[src/rtl/idex_stage_reg.sv]
// ID/EX pipeline register with load-use bubble insertion and a multi-cycle
// mul/div occupancy counter that drives the PC / IF/ID stall line.
module idex_stage_reg #(
  parameter int DATA_W = 16,
  parameter int REG_AW = 4,
  parameter int CTRL_W = 8,
  parameter int MD_LAT = 4
) (
  input  logic              clk,
  input  logic              rst_n,
  input  logic [REG_AW-1:0] IFIDop1,
  input  logic [REG_AW-1:0] IFIDop2,
  input  logic [DATA_W-1:0] ID_rd1,
  input  logic [DATA_W-1:0] ID_rd2,
  input  logic [DATA_W-1:0] ID_imm,
  input  logic [CTRL_W-1:0] ID_ctrl,
  input  logic [1:0]        ID_regWrite,
  input  logic              ID_memRead,
  input  logic              ID_isMulDiv,
  input  logic              flush,
  output logic [REG_AW-1:0] IDEXop1,
  output logic [REG_AW-1:0] IDEXop2,
  output logic [DATA_W-1:0] IDEXrd1,
  output logic [DATA_W-1:0] IDEXrd2,
  output logic [DATA_W-1:0] IDEXimm,
  output logic [CTRL_W-1:0] IDEXctrl,
  output logic [1:0]        IDEXregWrite,
  output logic              IDEXmemRead,
  output logic              IDEXisMulDiv,
  output logic              stall,
  output logic              md_busy
);

  // MD_LAT=1 would give a zero-width counter; keep one bit that stays 0.
  localparam int CNT_W = (MD_LAT > 1) ? $clog2(MD_LAT) : 1;

  typedef enum logic {MD_IDLE, MD_BUSY} md_state_t;

  typedef struct packed {
    logic [REG_AW-1:0] op1;
    logic [REG_AW-1:0] op2;
    logic [DATA_W-1:0] rd1;
    logic [DATA_W-1:0] rd2;
    logic [DATA_W-1:0] imm;
    logic [CTRL_W-1:0] ctrl;
    logic [1:0]        reg_write;
    logic              mem_read;
    logic              is_mul_div;
  } idex_t;

  idex_t      r_ex;
  logic [CNT_W-1:0] r_md_cnt;
  md_state_t  r_md_state;

  idex_t w_id;
  logic  w_load_use;
  logic  w_md_busy;

  assign w_id = '{op1: IFIDop1, op2: IFIDop2, rd1: ID_rd1, rd2: ID_rd2,
                  imm: ID_imm, ctrl: ID_ctrl, reg_write: ID_regWrite,
                  mem_read: ID_memRead, is_mul_div: ID_isMulDiv};

  // Loads only ever write op1, so only IDEXop1 can be a pending load target.
  assign w_load_use = r_ex.mem_read && (r_ex.reg_write != 2'b00) &&
                      (r_ex.op1 != '0) &&
                      ((IFIDop1 == r_ex.op1) || (IFIDop2 == r_ex.op1));

  assign w_md_busy = (r_md_state == MD_BUSY);
  assign stall     = (w_md_busy || w_load_use) && !flush;
  assign md_busy   = w_md_busy;

  // NOTE: asynchronous active-low reset clears every state bit; sequential state uses <= only.
  always_ff @(posedge clk or negedge rst_n) begin
    if (!rst_n) begin
      r_ex       <= '0;
      r_md_cnt   <= '0;
      r_md_state <= MD_IDLE;
    end else if (flush) begin
      r_ex       <= '0;
      r_md_cnt   <= '0;
      r_md_state <= MD_IDLE;
    end else if (r_md_state == MD_BUSY) begin
      r_md_cnt <= r_md_cnt - 1'b1;
      if (r_md_cnt == CNT_W'(1)) r_md_state <= MD_IDLE;
    end else if (w_load_use) begin
      r_ex <= '0;
    end else begin
      r_ex <= w_id;
      if (w_id.is_mul_div && (MD_LAT > 1)) begin
        r_md_cnt   <= CNT_W'(MD_LAT - 1);
        r_md_state <= MD_BUSY;
      end
    end
  end

  assign IDEXop1      = r_ex.op1;
  assign IDEXop2      = r_ex.op2;
  assign IDEXrd1      = r_ex.rd1;
  assign IDEXrd2      = r_ex.rd2;
  assign IDEXimm      = r_ex.imm;
  assign IDEXctrl     = r_ex.ctrl;
  assign IDEXregWrite = r_ex.reg_write;
  assign IDEXmemRead  = r_ex.mem_read;
  assign IDEXisMulDiv = r_ex.is_mul_div;

endmodule

[config.mk]
export PLATFORM = sky130hd
export DESIGN_NAME = idex_stage_reg
export DESIGN_NICKNAME = d
export VERILOG_FILES = /design/src/rtl/idex_stage_reg.sv
export SDC_FILE = /design/constraint.sdc
export NUM_CORES = 1
export LEC_CHECK = 0
export ABC_AREA = 1
export CORE_MARGIN = 3
export CORE_UTILIZATION = 46
export DETAILED_ROUTE_END_ITERATION = 6
export GPL_ROUTABILITY_DRIVEN = 0
export PLACE_DENSITY = 0.85
export SYNTH_ARGS = -nofsm -noshare
export SYNTH_HDL_FRONTEND = slang
export SYNTH_SLANG_ARGS = --single-unit
[constraint.sdc]
create_clock -name clk -period 1.9 [get_ports clk]
set_input_delay 0.38 -clock clk [delete_from_list [all_inputs] [get_ports clk]]
set_output_delay 0.38 -clock clk [all_outputs]
set_load 0.01 [all_outputs]
==> impl_metrics.yaml <==
status:
  status: "complete, no violations"
timing:
  fin_crit_sh_pct: 94.8
  slew_violations: 0
  max_slew_margin_pct: 75.1
  setup_viol_count_final: 0
  rsz0062_at_grt: "yes"
  hold_violations: 0
  final.setup_skew_ns: 0.0184
  fmax_mhz: 555
  max_slew.worst_pin.slew_ns: 0.373
  fin_crit_ns: 1.80
global_routing:
  grt_pass1_vias: 3260
  first_pass_grt_wire_length_um: 15200
  grt-ovfl-total: 0
  grt_start_max_net_pins: 72
  grtUsageTotal_pct: 22.3
  antenna_found_initial: 0
pwr:
  power_frac_clock_pct: 31.8
  share_seq_of_total_power_pct: 42.7
  power.share.switching_pct: 28.1
  leakagePower_nw: 2.94
  cellPowerDensity_nw_per_um2: 807
  p_switching_w: 0.00118
  combinationalPowerShare_pct: 25.5
  irDropWorstVdd_v: 0.000456
  cell_internal_pwr_w: 0.00302
setup_path:
  timing.critical_path.slowest_cell_delay_ns: 0.54
  worstReg2RegStart: "IDEXop1[1]$_DFFE_PN0P_"
  critical_path.endpoint_type: "output pin"
  setup.worst_path.class: "register to output pin"
  timing.critical_path.cells: "buf_4 -> clkdlybuf4s50_1"
  cp-startpoint: "IDEXop1[3]$_DFFE_PN0P_"
  timing.critical_path.slowest_stage_cell: "sky130_fd_sc_hd__clkdlybuf4s50_1"
  critPathLaunchType: "register"
  cp_data_arrival_time_ns: 1.42
  critical_path_fanouts_max: 4
  worst_ep_required_time_ns: 1.52
clock_tree:
  post-cts-setup-buffer-count: 0
  clock_root_buffer: "sky130_fd_sc_hd__clkbuf_8"
  clock_tree_from_tritoncts: "yes"
  cts.sink_count: 71
  ctsLongestPathBuffers: 2
  clock_insertion_delay_worst_skew_ns: 0.35
  cts.htree.levels: 3
  clk_transition_reported_paths_ns: 0.08
  numCtsBuffers: 9
detailed_routing:
  route.vias.total: 3347
  drtPass1Iterations: 4
  avgViaCountPerCell: 4.55
  drc: 0
  count_of_antenna_violating_nets_left_after_detailed_routing: 0
  routed_wl_um: 9120
  drtIter0Drc: 201
  wire_per_inst_um: 12.4
layout:
  final_core_util_pct: 74.7
  instances_no_fill: 736
  ratio_of_cells_with_drive_above_1_in_the_final_layout_pct: 7.50
  layout.filler_cells: 534
  register_area_um2: 1780
  area.growth.synth_to_final_pct: 53.2
  multi_input_area_um2: 1230
  finalNetCount: 707
  n_antenna_cell: 0
yosys:
  syn-num-nets: 562
  postSynthAreaPerCell_um2: 6.95
  synth_warnings: 0
  synth_seq_area_share_pct: 52.2
  post_synth_num_cell_types: 15
  netlist_instances: 490
  ys_seq_elements: 71
  mappedNetlistArea_um2: 3400
floorplan:
  die_width_um: 92.0
  io-pin-count: 141
  core-area_um2: 6980
  start_util_pct: 48.8
  rows: 30
  dieArea_um2: 8470
  die_y_um: 92.0
placed_design:
  place.detailed.hpwl_um: 6680
  io_buffer_count: 140
  placed_cells_incl_taps: 720
worst_hold_path:
  min-delay-path-class: "primary input to asynchronous set/reset pin"
job:
  max_cap_viol_count: 0
[cells in the mapped netlist]
| master | count | share of area [%] |
|---|---|---|
| sky130_fd_sc_hd__nand2_1 | 239 | 26 |
| sky130_fd_sc_hd__inv_1 | 73 | 8.0 |
| sky130_fd_sc_hd__nor2_1 | 72 | 7.9 |
| sky130_fd_sc_hd__dfrtp_1 | 71 | 52 |
| sky130_fd_sc_hd__clkbuf_1 | 14 | 1.5 |
| sky130_fd_sc_hd__buf_2 | 5 | 0.73 |
| sky130_fd_sc_hd__inv_2 | 4 | 0.44 |
| sky130_fd_sc_hd__buf_6 | 3 | 0.99 |
| sky130_fd_sc_hd__o21ai_0 | 2 | 0.29 |
| sky130_fd_sc_hd__or2_2 | 2 | 0.37 |
| sky130_fd_sc_hd__ha_1 | 1 | 0.37 |
| sky130_fd_sc_hd__nand2_2 | 1 | 0.18 |
| sky130_fd_sc_hd__nand3_1 | 1 | 0.15 |
| sky130_fd_sc_hd__nand4_1 | 1 | 0.18 |
| sky130_fd_sc_hd__o21a_1 | 1 | 0.22 |
[cells by family (layout without fill, tap and decap cells)]
| kind of cell | after synthesis | after routing | synth area share (%) |
|---|---|---|---|
| buf+inv | 99 | 249 | 11.8 |
| flops | 71 | 71 | 52.2 |
| simple gates | 316 | 316 | 35.2 |
| fa+ha+maj | 1 | 1 | 0.367 |
| compound gates | 3 | 3 | 0.515 |
[critical path, delay by kind of cell, from the launching register on]
kind,cells,cell delay [ns]
buf+inv,2,0.67
flops,1,0.41
[metrics by stage]
step	area, um^2	setup TNS, ns	power (W)	setup WS (ns)	hold slack [ns]
final	5220	0	0.00421	0.0996	0.0467
after global placement	4980	-0.713	0.00287	-0.429	0.431
after CTS	5190	0	0.00423	0.00298	0.0686
after floorplan	3400	0	0.00225	0.560	0.0844
after global routing	5220	-0.0177	0.00444	-0.0177	0.0788
after detailed placement	4980	-4.94	0.00291	-0.485	0.437
[sequential cells by signal, indices dropped and copies added, names as in the netlist]
signal	count
IDEXop2	4
r_md_cnt	2
IDEXmemRead	1
IDEXop1	4
IDEXctrl	8
IDEXrd1	16
IDEXimm	16
IDEXisMulDiv	1
md_busy	1
IDEXregWrite	2
IDEXrd2	16
[layer usage]
metal / vias up / wire [um] / track usage, %
met5: - / 0 / 0
li1: 1683 / - / -
met1: 1546 / 3670 / 26.9
met3: 22 / 452 / 3.45
met4: 0 / 238 / 9.78
met2: 96 / 4760 / 39.5
[power by group through the flow]
stage               Sequential (W)  Clock [W]  Combinational (W)
CTS                        0.00179    0.00135            0.00109
finish                     0.00180    0.00134            0.00107
global placement           0.00181          0            0.00106
detailed placement         0.00182          0            0.00109
global route               0.00182    0.00143            0.00119
floorplan                  0.00189          0           0.000363
[placed cells by master (no fill, tap or decap), drive strengths merged]
cell type and instances:
nand3 1, nand4 1, ha 1, clkinv 4, bufinv 2, inv 77
dlygate4sd2 3, o21ai 2, dfrtp 71, dlymetal6s2s 5, or2 2, buf 18
nor2 72, clkbuf 10, clkdlybuf4s50 130, nand2 240, o21a 1
[final cells by class]
| class | count | area share [%] |
|---|---|---|
| Clock buffer | 10 | 2.64 |
| Clock inverter | 6 | 1.61 |
| Inverter | 77 | 5.54 |
| Multi-Input combinational cell | 320 | 23.7 |
| Sequential cell | 71 | 34.1 |
| Tap cell | 96 | 2.30 |
| Timing Repair Buffer | 156 | 30.1 |
[final timing paths]
check | depth (start not counted) | end | slack (ns)
min in group clk | 5 | IDEXop1[1]$_DFFE_PN0P_ | 0.42
min | 2 | IDEXrd2[6]$_DFFE_PN0P_ | 0.05
max | 2 | IDEXop1[3] | 0.1
max reg2reg | 11 | IDEXimm[4]$_DFFE_PN0P_ | 0.36
max in group asynchronous | 2 | IDEXop1[0]$_DFFE_PN0P_ | 1.52
min reg2reg | 2 | IDEXimm[15]$_DFFE_PN0P_ | 0.48
[timing repair]
action                     4_1_cts  5_1_grt
hold buffers                     0        0
setup endpoints to repair        1        1
gates resized for setup          8       11
pin swaps                        2        4
(Power assumes the default switching activity.)
